===== config.mk =====
export PLATFORM = sky130hd
export DESIGN_NAME = dled_scan_ctrl
export DESIGN_NICKNAME = d
export VERILOG_FILES = /design/src/rtl/dled_scan_ctrl.sv
export SDC_FILE = /design/constraint.sdc
export NUM_CORES = 1
export LEC_CHECK = 0
export ABC_CLOCK_PERIOD_IN_PS = 4700
export CAP_MARGIN = 20
export CORE_ASPECT_RATIO = 1.2
export CORE_MARGIN = 5
export CORE_UTILIZATION = 40
export CTS_BUF_LIST = sky130_fd_sc_hd__clkbuf_8
export DETAILED_ROUTE_END_ITERATION = 12
export GPL_TIMING_DRIVEN = 0
export PLACE_DENSITY = 0.62
export SYNTH_ARGS = -nofsm -noshare
export SYNTH_HDL_FRONTEND = slang
export SYNTH_SLANG_ARGS = --single-unit

===== constraint.sdc =====
create_clock -name clk -period 4.7 [get_ports clk]
set_input_delay 1.41 -clock clk [delete_from_list [all_inputs] [get_ports clk]]
set_output_delay 1.41 -clock clk [all_outputs]
set_load 0.01 [all_outputs]

===== src/rtl/dled_scan_ctrl.sv =====
// -----------------------------------------------------------------------------
// dled_scan_ctrl
//
// Time-multiplexed scan controller for an 8-digit seven-segment LED display.
// It rotates a one-hot digit select and keeps a tear-free shadow copy of the
// 32-bit display word. It also picks the active nibble and encodes it to
// segment drive.
//
// Parameters
//   SCAN_DIV        clock cycles per digit slot (>= 2)
//   SEG_ACTIVE_LOW  1: seg inverted (common anode), 0: lit segment is 1
//
// Ports
//   clk         system clock, rising edge
//   rst         asynchronous active-high reset
//   en          scan enable; 0 blanks the display and parks the controller
//   disp_data   display word, nibble k shown on digit k
//   dp_in       decimal point per digit
//   digit_en    per-digit enable; 0 blanks that digit's segments
//   load        single-cycle request to take disp_data/dp_in
//   load_ack    single-cycle pulse when the shadow copy is updated
//   sel         one-hot digit select, bit k selects disp_data[4k+3:4k]
//   data_nib    nibble currently displayed
//   seg         segment drive {dp,g,f,e,d,c,b,a}
//   frame_done  single-cycle pulse at the end of the digit 7 slot
// -----------------------------------------------------------------------------
module dled_scan_ctrl #(
    parameter int SCAN_DIV       = 50000,
    parameter bit SEG_ACTIVE_LOW = 1'b1
) (
    input  logic        clk,
    input  logic        rst,
    input  logic        en,
    input  logic [31:0] disp_data,
    input  logic [7:0]  dp_in,
    input  logic [7:0]  digit_en,
    input  logic        load,
    output logic        load_ack,
    output logic [7:0]  sel,
    output logic [3:0]  data_nib,
    output logic [7:0]  seg,
    output logic        frame_done
);

    localparam int            CW       = (SCAN_DIV > 1) ? $clog2(SCAN_DIV) : 1;
    localparam logic [CW-1:0] CNT_LAST = CW'(SCAN_DIV - 1);
    // Fully unlit pattern; XOR with it also applies the polarity to a lit pattern.
    localparam logic [7:0]    SEG_OFF  = SEG_ACTIVE_LOW ? 8'hFF : 8'h00;

    typedef enum logic {IDLE, SCAN} state_t;

    state_t        state_q, state_d;
    logic [CW-1:0] cnt_q, cnt_d;
    logic [7:0]    sel_q, sel_d;
    logic [3:0]    data_nib_q, data_nib_d;
    logic [7:0]    seg_q, seg_d;
    logic          load_ack_q, load_ack_d;
    logic          frame_done_q, frame_done_d;
    logic [31:0]   shadow_data_q, shadow_data_d;
    logic [7:0]    shadow_dp_q, shadow_dp_d;
    logic [31:0]   stage_data_q, stage_data_d;
    logic [7:0]    stage_dp_q, stage_dp_d;
    logic          pend_q, pend_d;
    logic          commit;
    logic [3:0]    nib_sel;
    logic          dp_sel;
    logic          den_sel;

    function automatic logic [6:0] hex7(input logic [3:0] v);
        logic [6:0] r;
        case (v)
            4'h0: r = 7'h3F;
            4'h1: r = 7'h06;
            4'h2: r = 7'h5B;
            4'h3: r = 7'h4F;
            4'h4: r = 7'h66;
            4'h5: r = 7'h6D;
            4'h6: r = 7'h7D;
            4'h7: r = 7'h07;
            4'h8: r = 7'h7F;
            4'h9: r = 7'h6F;
            4'hA: r = 7'h77;
            4'hB: r = 7'h7C;
            4'hC: r = 7'h39;
            4'hD: r = 7'h5E;
            4'hE: r = 7'h79;
            default: r = 7'h71;
        endcase
        return r;
    endfunction

    // Next-state logic: scan sequencing, load staging and shadow commit.
    always_comb begin
        state_d       = state_q;
        cnt_d         = cnt_q;
        sel_d         = sel_q;
        frame_done_d  = 1'b0;
        load_ack_d    = 1'b0;
        shadow_data_d = shadow_data_q;
        shadow_dp_d   = shadow_dp_q;
        stage_data_d  = stage_data_q;
        stage_dp_d    = stage_dp_q;
        pend_d        = pend_q;
        commit        = 1'b0;

        // A repeated load before commit simply overwrites the staging copy.
        if (load) begin
            stage_data_d = disp_data;
            stage_dp_d   = dp_in;
            pend_d       = 1'b1;
        end

        case (state_q)
            IDLE: begin
                cnt_d  = '0;
                sel_d  = 8'h00;
                // Nothing is being scanned, so tearing is impossible: commit at once.
                commit = pend_d;
                if (en) begin
                    state_d = SCAN;
                    sel_d   = 8'h01;
                end
            end
            default: begin
                if (!en) begin
                    // Pending is deliberately kept across the park.
                    state_d = IDLE;
                    cnt_d   = '0;
                    sel_d   = 8'h00;
                end else if (cnt_q == CNT_LAST) begin
                    cnt_d = '0;
                    if (sel_q[7]) begin
                        sel_d        = 8'h01;
                        frame_done_d = 1'b1;
                        // Frame boundary: the only place the shadow may change while scanning.
                        commit       = pend_d;
                    end else begin
                        sel_d = {sel_q[6:0], 1'b0};
                    end
                end else begin
                    cnt_d = cnt_q + CW'(1);
                end
            end
        endcase

        // Using the _d staging values lets a load in the boundary cycle commit on that edge.
        if (commit) begin
            shadow_data_d = stage_data_d;
            shadow_dp_d   = stage_dp_d;
            pend_d        = 1'b0;
            load_ack_d    = 1'b1;
        end
    end

    // Digit mux driven from the next select and next shadow so sel and seg never skew.
    always_comb begin
        nib_sel = 4'h0;
        dp_sel  = 1'b0;
        den_sel = 1'b0;
        for (int k = 0; k < 8; k++) begin
            if (sel_d[k]) begin
                nib_sel = nib_sel | shadow_data_d[4*k +: 4];
                dp_sel  = dp_sel  | shadow_dp_d[k];
                den_sel = den_sel | digit_en[k];
            end
        end
        // With no digit selected den_sel is 0, which also blanks seg in IDLE.
        seg_d      = den_sel ? ({dp_sel, hex7(nib_sel)} ^ SEG_OFF) : SEG_OFF;
        data_nib_d = (sel_d == 8'h00) ? data_nib_q : nib_sel;
    end

    always_ff @(posedge clk or posedge rst) begin
        if (rst) begin
            state_q       <= IDLE;
            cnt_q         <= '0;
            sel_q         <= 8'h00;
            data_nib_q    <= 4'h0;
            seg_q         <= SEG_OFF;
            load_ack_q    <= 1'b0;
            frame_done_q  <= 1'b0;
            shadow_data_q <= 32'h0;
            shadow_dp_q   <= 8'h00;
            stage_data_q  <= 32'h0;
            stage_dp_q    <= 8'h00;
            pend_q        <= 1'b0;
        end else begin
            state_q       <= state_d;
            cnt_q         <= cnt_d;
            sel_q         <= sel_d;
            data_nib_q    <= data_nib_d;
            seg_q         <= seg_d;
            load_ack_q    <= load_ack_d;
            frame_done_q  <= frame_done_d;
            shadow_data_q <= shadow_data_d;
            shadow_dp_q   <= shadow_dp_d;
            stage_data_q  <= stage_data_d;
            stage_dp_q    <= stage_dp_d;
            pend_q        <= pend_d;
        end
    end

    assign sel        = sel_q;
    assign data_nib   = data_nib_q;
    assign seg        = seg_q;
    assign load_ack   = load_ack_q;
    assign frame_done = frame_done_q;

endmodule


Word level (Yosys, flattened, before mapping)
Memory sizes are Yosys's and may differ from the RTL's.
Cells that the tools add are included.
Widths: inputs -> output; s select.

word-level totals
  bits in registers = 120
  input port bits = 52
  logic and storage cells = 87
  ROM bits = 112
  memories = 1
  output and inout bits = 22

operators by class
  reductions and logical operators = 1
  multiplexer cells = 49
  equality and inequality tests = 1
  add/subtract/negate cells = 1
  bitwise operators = 22

memories
  memory            words  bits a word  read ports  clocked after memory_dff  wr ports  line  RTL
  (name not given)  16     7            1           0                         0         71    case (v)

operators with widths
  operator               count
  $mux 32                2
  $mux 8                 7
  $mux 16                3
  $mux 4                 8
  $mux 1                 29
  $or 4x4->4             7
  $add 16x1->16 const B  1
  $eq 16x16->1 const B   1
  $or 1x1->1             14
  $logic_not 8->1        1
  $not 8->8              1

Logic depth before layout (Yosys ltp)
An unclocked memory read counts as a cell.

  depth after elaboration = 24
  mapped depth = 12
  mapped depth without buffers = 12

Least setup slack after synthesis
Ideal clock, no wire load.

  path type = input -> register
  from = in load
  to = reg seg_q[3], in the netlist seg[3]
  stages = 11
  path buffers = 2
  arrival = 3.558 ns
  setup slack = 1.048 ns
  required time = 4.606 ns
  setup time = 0.094 ns
  path through = clkbuf_1 > buf_1 > mux2_2 > inv_1 > a211o_1 > nand4_1 > inv_1 > ha_1 > nor3_1 > a2111oi_0 > a31oi_1

between the ends
  elaborated cells between the ends (all ways) = 25
  classes of those cells = mux: 16; bitwise: 8; memory: 1

RTL lines
  item                            line  RTL
  from (decl)                     37    input logic load,
  $mux 32 (*)                     107   if (load) begin
  net stage_data_d[0]             61    logic [31:0] stage_data_q, stage_data_d;
  $mux 32 (*)                     147   if (commit) begin
  $mux 4 (*)                      161   if (sel_d[k]) begin
  $or 4x4->4                      162   nib_sel = nib_sel | shadow_data_d[4*k +: 4];
  $mux 4 (*)                      161
  $or 4x4->4                      162
  $mux 4 (*)                      161
  (+7 left out)                   --
  $mux 4 (*)                      161
  $or 4x4->4                      162
  $mux 4 (*)                      161
  net nib_sel[0]                  65    logic [3:0] nib_sel;
  $mem_v2 16x7 (*)                --
  $not 8->8 (no source line) (*)  --
  $mux 8 (*)                      168   seg_d = den_sel ? ({dp_sel, hex7(nib_sel)} ^ SEG_OFF) : SEG_OFF;
  net seg_d[3]                    56    logic [7:0] seg_q, seg_d;
  to (signal assigned)            191   seg_q <= seg_d;
  to (decl)                       56

The timed path passes the listed nets; every way through them passes the cells marked *.
A chain may end at the register's enable or synchronous reset.

Worst setup path in the final report
  from = in en
  to = reg seg_q[3], in the netlist seg[3]

between the ends
  elaborated cells between the ends (all ways) = 39
  classes of those cells = mux: 23; bitwise: 15; memory: 1

RTL lines
  item                            line  RTL
  from (decl)                     33    input logic en,
  $mux 8 (*)                      125   if (!en) begin
  $mux 8 (*)                      113   case (state_q)
  net sel_d[5]                    54    logic [7:0] sel_q, sel_d;
  $mux 4 (*)                      161
  $or 4x4->4                      162
  $mux 4 (*)                      161
  $or 4x4->4                      162
  $mux 4 (*)                      161
  net nib_sel[0]                  65
  $mem_v2 16x7 (*)                --
  $not 8->8 (no source line) (*)  --
  $mux 8 (*)                      168
  net seg_d[3]                    56

Marked as above.

==> impl_results.md <==
* Setup TNS at 0 ns
* Max stage delay on crit path at between 0.5 and 0.6 ns
* Register area share after synthesis at between 50 and 60%
* Cell area after synthesis at 0.00528 mm²
* CP Launch Type: primary input
* CTS tree: yes
* Top cells by area, synth: dfrtp_1 53%, mux2_2 16%, dfstp_2 4.0%, mux2i_1 2.5%, nand2_1 1.8%
* Final Hold Fails at 0
* Commonest non-fill, non-tap cells in the layout: 112 x dfrtp_1, 74 x mux2_2, 72 x clkdlybuf4s50_1, 25 x nand2_1, 23 x nor2_1
* Diodes inserted at 0
* WP data arrival at 4.85 ns
* Critical path buffers and inverters at 3
* Die area at 0.0156 mm²
* Vias/cell at 5.31
* Syn Area/Cell at between 10 and 15 µm²
* Largest net degree at the start of global routing at 104
* Syn Nets at roughly 470
* Die X at 115 µm
* Power per cell area at 366 mW/mm²
* Tot GR Track Use at 16.5%
* # fillers at 1184
* Peak VDD IR at 0.000143 V
* Synth top area share at 53.1%
* Hold depth at 1
* Clock Skews at ~0.015 ns
* Final setup fails at 0
* RSZ-0062 raised after global routing: no
* Min-delay worst type: register to register
* Clock-pin slew on the worst setup and hold paths at 0.07 ns
* Port Buf Inserts at 72
* First-pass GRT wire length at 19.8 mm
* Clock sink count at 120
* Clk buf depth at 2
* Total Nets Final at 563
* Crit-path leading delay family: buffers and inverters
* Critical path's slowest cell: clkdlybuf4s50_1
* CTS H-Tree Depth at 4
* Vias in the first global route at 3848
* Drt pass-1 iters at 5
* RD Place Congestion at 0.848
* Flops & latches, synth at 120
* Worst EP required at 5.03 ns
* Gate Count Post-Synth at 412
* CTS buffer count at 17
* CP Depth at 12
* Number of synthesized flops with an enable pin at 0
* Drt wl/cell at 17.8 µm
* DP Worst Slack at -0.502 ns
* Setup CP Type: primary input to register
* Core box area at 0.0131 mm²
* Post-CTS setup buffer count at 0
* Area delta synth->final at 26.4%
* CP max FO at 9
* DRT iter0 DRCs at 200
* Final setup margin at 0.171 ns
* DRC Markers at 0
* Total Wirelength at roughly 12 mm
* Largest area contributor in the netlist: dfrtp_1
* Synth warnings at 0
* Layout cells sized above 1 at between 20% and 30%
* I/O Pins at between 70 and 80
* Period utilization at 96.4%
* Most common cell after layout, fill and taps aside: dfrtp_1
* CP Capture Type: register
* DRT antenna net count at 0
* Slew Limit Fails at 0
* Cell row count at 46
* Clk root buf: clkbuf_8
* Via count at 3637
* Die height at 136 µm
* Asr flop ratio synth at 100%
* Maxcap violations at 0
* Netlist cell types at 53
* FMAX at 221 MHz
* Final Critical Period at 4.53 ns
* Leak at 2.77 nW
* Starting Density at between 40% and 50%
* Status: finished clean
* Worst Tran Pin Value at 0.801 ns
* Initial antenna violation count at 0
* Synth Flop Type: dfrtp_1
* Crit path cell chain: clkdlybuf4s50_1, and2_1, clkbuf_1, nand2_1, mux2i_2, a222oi_1, nand4_1, inv_1, ha_1, nor3_1, a2111oi_0, a31oi_1
* Rel. slew slack at a little under half
* Cells on worst reg2reg path at 10
* Latest clock arrival within the worst-skew pair at 0.44 ns
* Post-DP HPWL at slightly below 9 mm
* Gr ovfl total at 0
metrics by stage:
stage,hold slack [ns],power [mW],instances,utilization [%],area [µm²]
final,0.468,2.44,685,51.0,6670
after global routing,0.491,2.55,685,51.0,6670
after CTS,0.466,2.47,685,50.9,6650
after detailed placement,0.450,1.54,653,47.7,6240
after global placement,0.446,1.52,652,47.5,6210
after floorplan,0.425,1.40,412,-,5280
per-layer routing:
layer | share of wire (%) | global-route usage, %
met3 | 3.8 | 3.08
met1 | 41 | 19.7
met2 | 52 | 28.3
met4 | 2.7 | 8.28
met5 | 0 | 0
layout make-up:
type                    instances  area (µm²)  share of cell area, %
flip-flops and latches        120        3010                   45.2
multi-input cells             261        2160                   32.4
repair buffers                 73         748                   11.2
clock buffers                  17         234                   3.51
well taps                     168         210                   3.15
clock inverters                15         166                   2.50
plain buffers                  18        80.1                   1.20
inverters                      13        53.8                  0.807
worst paths after layout:
path                                           from  slack [ns]                          to
min in group asynchronous                       rst        1.27  stage_data_q[11]$_DFF_PP0_
max in group asynchronous                       rst        2.70            seg[1]$_DFF_PP1_
worst max register to register  cnt_q[11]$_DFF_PP0_        0.63            seg[3]$_DFF_PP1_
worst max-delay path                             en        0.17            seg[3]$_DFF_PP1_
worst min register to register   cnt_q[0]$_DFF_PP0_        0.47          cnt_q[0]$_DFF_PP0_
worst min-delay path             cnt_q[0]$_DFF_PP0_        0.47          cnt_q[0]$_DFF_PP0_
timing repair:
item	CTS	global route
gates resized for setup	2	4
setup endpoints to repair	1	1
hold buffers	0	0
sequential cells by signal (all words and copies together), names as in the netlist:
| register | count |
|---|---|
| load_ack | 1 |
| stage_dp_q | 8 |
| cnt_q | 16 |
| data_nib | 4 |
| seg | 8 |
| stage_data_q | 32 |
| frame_done | 1 |
| pend_q | 1 |
| shadow_dp_q | 8 |
| shadow_data_q | 32 |
| sel | 8 |
| state_q | 1 |
where the power goes:
| part | internal, mW | leakage (nW) | switching [mW] |
|---|---|---|---|
| registers | 1.15 | 1.45 | 0.0495 |
| clock network | 0.480 | 0.194 | 0.446 |
| logic | 0.175 | 1.12 | 0.141 |
| total | 1.81 | 2.77 | 0.637 |
worst register-to-register path: stages (launching register included):
cell       delay, ns
dfrtp_1         0.44
or4_4           0.57
nor4_4          0.63
mux2i_2         0.63
a22oi_1         0.21
nand4_1         0.27
inv_1           0.15
ha_1            0.33
nor3_1          0.06
a2111oi_0       0.57
a31oi_1         0.11
cell families after synthesis:
kind of cell | count (synthesis) | synth area share [%]
xor gates and xnor gates | 14 | 2.32
adders and majority gates | 7 | 1.66
AOI/OAI and AO/OA | 62 | 8.99
buffers and inverters | 31 | 2.44
and+or+nand+nor | 90 | 8.92
DFF | 120 | 57.1
muxes | 88 | 18.5
synthesized netlist by cell type (2+ instances only):
| cell | number |
|---|---|
| mux2_2 | 74 |
| o21ai_0 | 3 |
| xor2_1 | 8 |
| a211oi_1 | 8 |
| o221ai_1 | 3 |
| nand2_1 | 25 |
| ha_1 | 7 |
| a211o_1 | 2 |
| nand4b_1 | 2 |
| and4b_1 | 2 |
| a31o_2 | 2 |
| a222oi_1 | 7 |
| and3_1 | 7 |
| dfrtp_1 | 112 |
| a21oi_1 | 8 |
| clkbuf_1 | 8 |
| a21o_1 | 5 |
| buf_1 | 2 |
| a31oi_1 | 2 |
| inv_1 | 12 |
| nor2_1 | 23 |
| xnor2_1 | 6 |
| buf_2 | 7 |
| nand3_1 | 10 |
| a22o_1 | 2 |
| nor4_1 | 4 |
| nor3_1 | 3 |
| mux2i_1 | 13 |
| dfstp_2 | 8 |
| a22oi_1 | 11 |
| nand4_1 | 4 |
Power figures use the tool's default switching activity.
